--- src/rtl/pc_call_stack.sv ---
// rtl/pc_call_stack.sv - program counter with hardware return-address stack
// Actions per edge, highest priority first: clr > ret > call > load > inc > hold.
module pc_call_stack #(
   parameter int WIDTH      = 16,
   parameter int DEPTH      = 8,
   parameter int DEPTH_LOG2 = 3
) (
   input  logic                  i_clk,
   input  logic                  i_reset,
   input  logic [WIDTH-1:0]      i_in,
   input  logic                  i_load,
   input  logic                  i_inc,
   input  logic                  i_clr,
   input  logic                  i_call,
   input  logic                  i_ret,
   output logic [WIDTH-1:0]      o_out,
   output logic [DEPTH_LOG2:0]   o_depth,
   output logic                  o_overflow,
   output logic                  o_underflow
);

   localparam logic [DEPTH_LOG2:0]   LP_FULL  = (DEPTH_LOG2+1)'(DEPTH);
   localparam logic [DEPTH_LOG2:0]   LP_ONE_D = {{DEPTH_LOG2{1'b0}}, 1'b1};
   localparam logic [DEPTH_LOG2-1:0] LP_ONE_I = {{(DEPTH_LOG2-1){1'b0}}, 1'b1};
   localparam logic [WIDTH-1:0]      LP_ONE_W = {{(WIDTH-1){1'b0}}, 1'b1};

   logic [WIDTH-1:0]      r_stack [DEPTH];
   logic [WIDTH-1:0]      r_pc;
   logic [DEPTH_LOG2:0]   r_depth;
   logic                  r_overflow;
   logic                  r_underflow;

   logic [WIDTH-1:0]      w_pc_inc;
   logic [WIDTH-1:0]      w_pc_next;
   logic [DEPTH_LOG2:0]   w_depth_next;
   logic                  w_overflow_next;
   logic                  w_underflow_next;
   logic                  w_push;
   logic                  w_empty;
   logic                  w_full;
   logic [DEPTH_LOG2-1:0] w_push_idx;
   logic [DEPTH_LOG2-1:0] w_top_idx;

   assign w_pc_inc   = r_pc + LP_ONE_W;
   assign w_empty    = (r_depth == '0);
   assign w_full     = (r_depth == LP_FULL);
   assign w_push_idx = r_depth[DEPTH_LOG2-1:0];
   assign w_top_idx  = r_depth[DEPTH_LOG2-1:0] - LP_ONE_I;

   always_comb begin
      w_pc_next        = r_pc;
      w_depth_next     = r_depth;
      w_overflow_next  = 1'b0;
      w_underflow_next = 1'b0;
      w_push           = 1'b0;
      if (i_clr) begin
         w_pc_next = '0;
      end else if (i_ret) begin
         if (w_empty) begin
            w_underflow_next = 1'b1;
         end else begin
            w_pc_next    = r_stack[w_top_idx];
            w_depth_next = r_depth - LP_ONE_D;
         end
      end else if (i_call) begin
         // The jump is taken even when the push has to be dropped.
         w_pc_next = i_in;
         if (w_full) begin
            w_overflow_next = 1'b1;
         end else begin
            w_push       = 1'b1;
            w_depth_next = r_depth + LP_ONE_D;
         end
      end else if (i_load) begin
         w_pc_next = i_in;
      end else if (i_inc) begin
         w_pc_next = w_pc_inc;
      end
   end

   always_ff @(posedge i_clk or posedge i_reset) begin
      if (i_reset) begin
         r_pc        <= '0;
         r_depth     <= '0;
         r_overflow  <= 1'b0;
         r_underflow <= 1'b0;
      end else begin
         r_pc        <= w_pc_next;
         r_depth     <= w_depth_next;
         r_overflow  <= w_overflow_next;
         r_underflow <= w_underflow_next;
      end
   end

   // Stack storage is never cleared; depth alone decides which entries are live.
   always_ff @(posedge i_clk) begin
      if (w_push && !i_reset) begin
         r_stack[w_push_idx] <= w_pc_inc;
      end
   end

   assign o_out       = r_pc;
   assign o_depth     = r_depth;
   assign o_overflow  = r_overflow;
   assign o_underflow = r_underflow;

endmodule

--- config.mk ---
export PLATFORM = sky130hd
export DESIGN_NAME = pc_call_stack
export DESIGN_NICKNAME = d
export VERILOG_FILES = /design/src/rtl/pc_call_stack.sv
export SDC_FILE = /design/constraint.sdc
export NUM_CORES = 1
export LEC_CHECK = 0
export BUFFER_PORTS_ARGS = -buffer_cell sky130_fd_sc_hd__buf_2
export CORE_AREA = 2 2 124 126
export DETAILED_ROUTE_END_ITERATION = 10
export DIE_AREA = 0 0 126 128
export PLACE_DENSITY = 0.69
export SYNTH_ARGS = -nofsm -noshare
export SYNTH_HDL_FRONTEND = slang
export SYNTH_SLANG_ARGS = --single-unit
--- constraint.sdc ---
create_clock -name i_clk -period 3.2 [get_ports i_clk]
set_clock_uncertainty 0.1 [all_clocks]
set_input_delay 0.32 -clock i_clk [delete_from_list [all_inputs] [get_ports i_clk]]
set_output_delay 0.32 -clock i_clk [all_outputs]
set_load 0.005 [all_outputs]
==> qor.yml <==
grt.total_usage: 0.207
syn_avg_cell_area_um2: 16.6
synthFlopType: "edfxtp_1"
start_util: 0.438
p_per_area_nw_per_um2: 918
insertedDiodeCount: 0
hold_class: "in -> reg"
stdcell_area_um2: 7720
synthDistinctLibCells: 55
via_per_inst: 5.95
worst_slew_pin_slew_ps: 752
core.rowCount: 45
power_leakage_nw: 2.82
cts_inserted_buffers: 17
synthMuxAreaShare: 0.145
r2r_cells: 8
grt_setup_unrepaired: "no"
peakVddDrop_mv: 0.446
start_kind: "register"
drtAntennaViolNets: 0
h-tree-depth: 4
cts_tree: "done"
place_area_um2: 7090
relSlewSlack: 0.495
tns_ps: 0
setup_viol: 0
path_clk_slew_ps: 60
syn_inst: 391
async_flop_share: 0.147
yosysWarnings: 0
coreArea_um2: 14900
clk_latency_ps: 430
worstPathArrival_ps: 2850
rrSetupSlack_ps: 540
critPathMaxFanout: 26
wl_per_cell_um: 23.9
grt_pass1_vias: 4149
hold_path_end: "o_underflow"
io_pins: 45
synth_top_family_by_area: "multiplexers"
final_util: 0.519
ys_ff_latch: 150
grt_overflow: 0
final_cell_mix: "edfxtp_1, buf_2, nand2_1"
vias: 3968
layout_commonest_cell: "edfxtp_1"
worst_setup_path_end_kind: "register"
worstReg2RegEnd: "o_out[15]"
netlist_area_um2: 6500
synth_enable_flop_cells: 128
finalHoldViolations: 0
yosys.area_share.simple: 0.0700
grt_max_degree: 36
whs_path_depth: 2
critPathRequiredTime_ps: 3390
fillCellCount: 1244
critPathKind: "reg -> reg"
die_y_um: 128
p_total_mw: 7.09
drive_above_1_share: 0.299
gp_congestion: 0.904
yosysSeqAreaShare: 0.676
synth-adder-area-share: 0.0108
drv_cap: 0
timing.final.ws_setup_ps: 540
grt_antenna_before_repair: 0
die_area_um2: 16100
fp.dieW_um: 126
min_from: "i_clr"
cts.sinks: 150
syn_nets: 419
root_buffer: "clkbuf_16"
cts.path.max_buffers: 2
drtIter0Drc: 459
r2r_start: "o_depth[1]"
dp_hpwl_um: 10400
fin_nets: 494
synth-xor-area-share: 0.0258
syn_to_final_growth_pct: 18.7
outcome: "complete, no violations"
fmax_mhz: 376
min_period_ps: 2660
finalCritPeriodShare: 0.831
io_buffers: 44
drc_errors: 0
drt_wl_total_um: 15900
pre_cts_ws_ps: 571
synth_compound_area_frac: 0.0498
maxSlewViolCount: 0
grt_pass1_wl_um: 24300
firstDrtPassIters: 5
cell usage after synthesis, types with 3 or more instances:
library cell | instances | share of area
o21ai_0 | 5 | 0.0038
o221ai_1 | 4 | 0.0054
edfxtp_1 | 128 | 0.59
nand2_1 | 39 | 0.023
nor3_1 | 8 | 0.0062
dfrtp_1 | 22 | 0.085
xor2_1 | 8 | 0.011
mux4_2 | 24 | 0.083
or3_1 | 4 | 0.0038
nand3_1 | 10 | 0.0077
buf_4 | 4 | 0.0046
o31ai_1 | 4 | 0.0046
mux2_2 | 5 | 0.0087
a22o_1 | 4 | 0.0054
clkbuf_1 | 5 | 0.0029
ha_1 | 4 | 0.0077
or2_2 | 4 | 0.0038
mux4_1 | 6 | 0.024
mux2i_1 | 19 | 0.029
inv_1 | 7 | 0.0040
nor2_1 | 18 | 0.010
o22ai_1 | 3 | 0.0029
xnor2_1 | 8 | 0.011
a21oi_1 | 7 | 0.0054
and3_1 | 3 | 0.0029
buf_2 | 5 | 0.0038
worst max-delay path by stage:
| stage | from | endpoint | slack (ps) | cells after the start |
|---|---|---|---|---|
| 6_report | o_depth[1] | o_out[15] | 540 | 8 |
| 5_1_grt | o_depth[1] | r_stack[3][5] | 370 | 8 |
| 3_3_place_gp | o_out[0] | o_out[14] | 660 | 6 |
| 3_5_place_dp | o_depth[1] | o_out[4] | 570 | 8 |
| 2_1_floorplan | o_depth[0] | r_stack[7][0] | 330 | 9 |
| 4_1_cts | o_depth[1] | o_out[4] | 560 | 8 |
registers in the layout, indices dropped and copies added (netlist names):
name,flops
o_depth,4
o_overflow,1
o_out,16
o_underflow,1
r_stack,128
cell type report:
type,count,area (um^2),area share
Inverter,7,26.3,0.00340
Clock inverter,10,178,0.0230
Multi-Input combinational cell,216,1980,0.257
Clock buffer,22,444,0.0575
Tap cell,188,235,0.0305
Timing Repair Buffer,74,460,0.0596
Sequential cell,150,4400,0.569
stage by stage:
step                hold slack [ps]  std cells
floorplan                       218        391
global placement                334        634
global route                   66.5        667
detailed placement              339        634
finish                         52.8        667
CTS                            38.4        667
where the power goes:
group | internal, mW | switching, mW | leakage [nW]
sequential | 2.45 | 0.226 | 1.45
clock | 1.38 | 0.738 | 0.293
combinational | 1.08 | 1.22 | 1.08
total | 4.91 | 2.18 | 2.82
layer usage:
metal	global-route usage	part of all wire	vias to the layer above
met4	0.105	0.026	0
met3	0.0551	0.079	35
met2	0.319	0.49	180
met1	0.275	0.41	2058
li1	-	-	1695
met5	0	0	-
critical path, cell delays in order, from the launching register on:
cell	delay (ps)
dfrtp_1	510
inv_1	150
ha_1	330
buf_4	380
mux4_2	380
mux2i_1	240
nand3_1	110
a32oi_1	260
a21oi_1	70
cell families (layout without fill, tap and decap cells):
family,count (synthesis),after routing
simple gates,96,96
xor+xnor,17,17
fa+ha+maj,5,5
compound gates,44,44
flops,150,150
mux,54,54
buf+inv,25,113
timing repair:
action,CTS,global route
endpoints found under the setup margin,0,0
setup buffers,0,0
resized for setup,0,0
hold endpoints to repair,22,0
hold buffers,1,0
No activity file was read; power rests on OpenSTA's default activity.
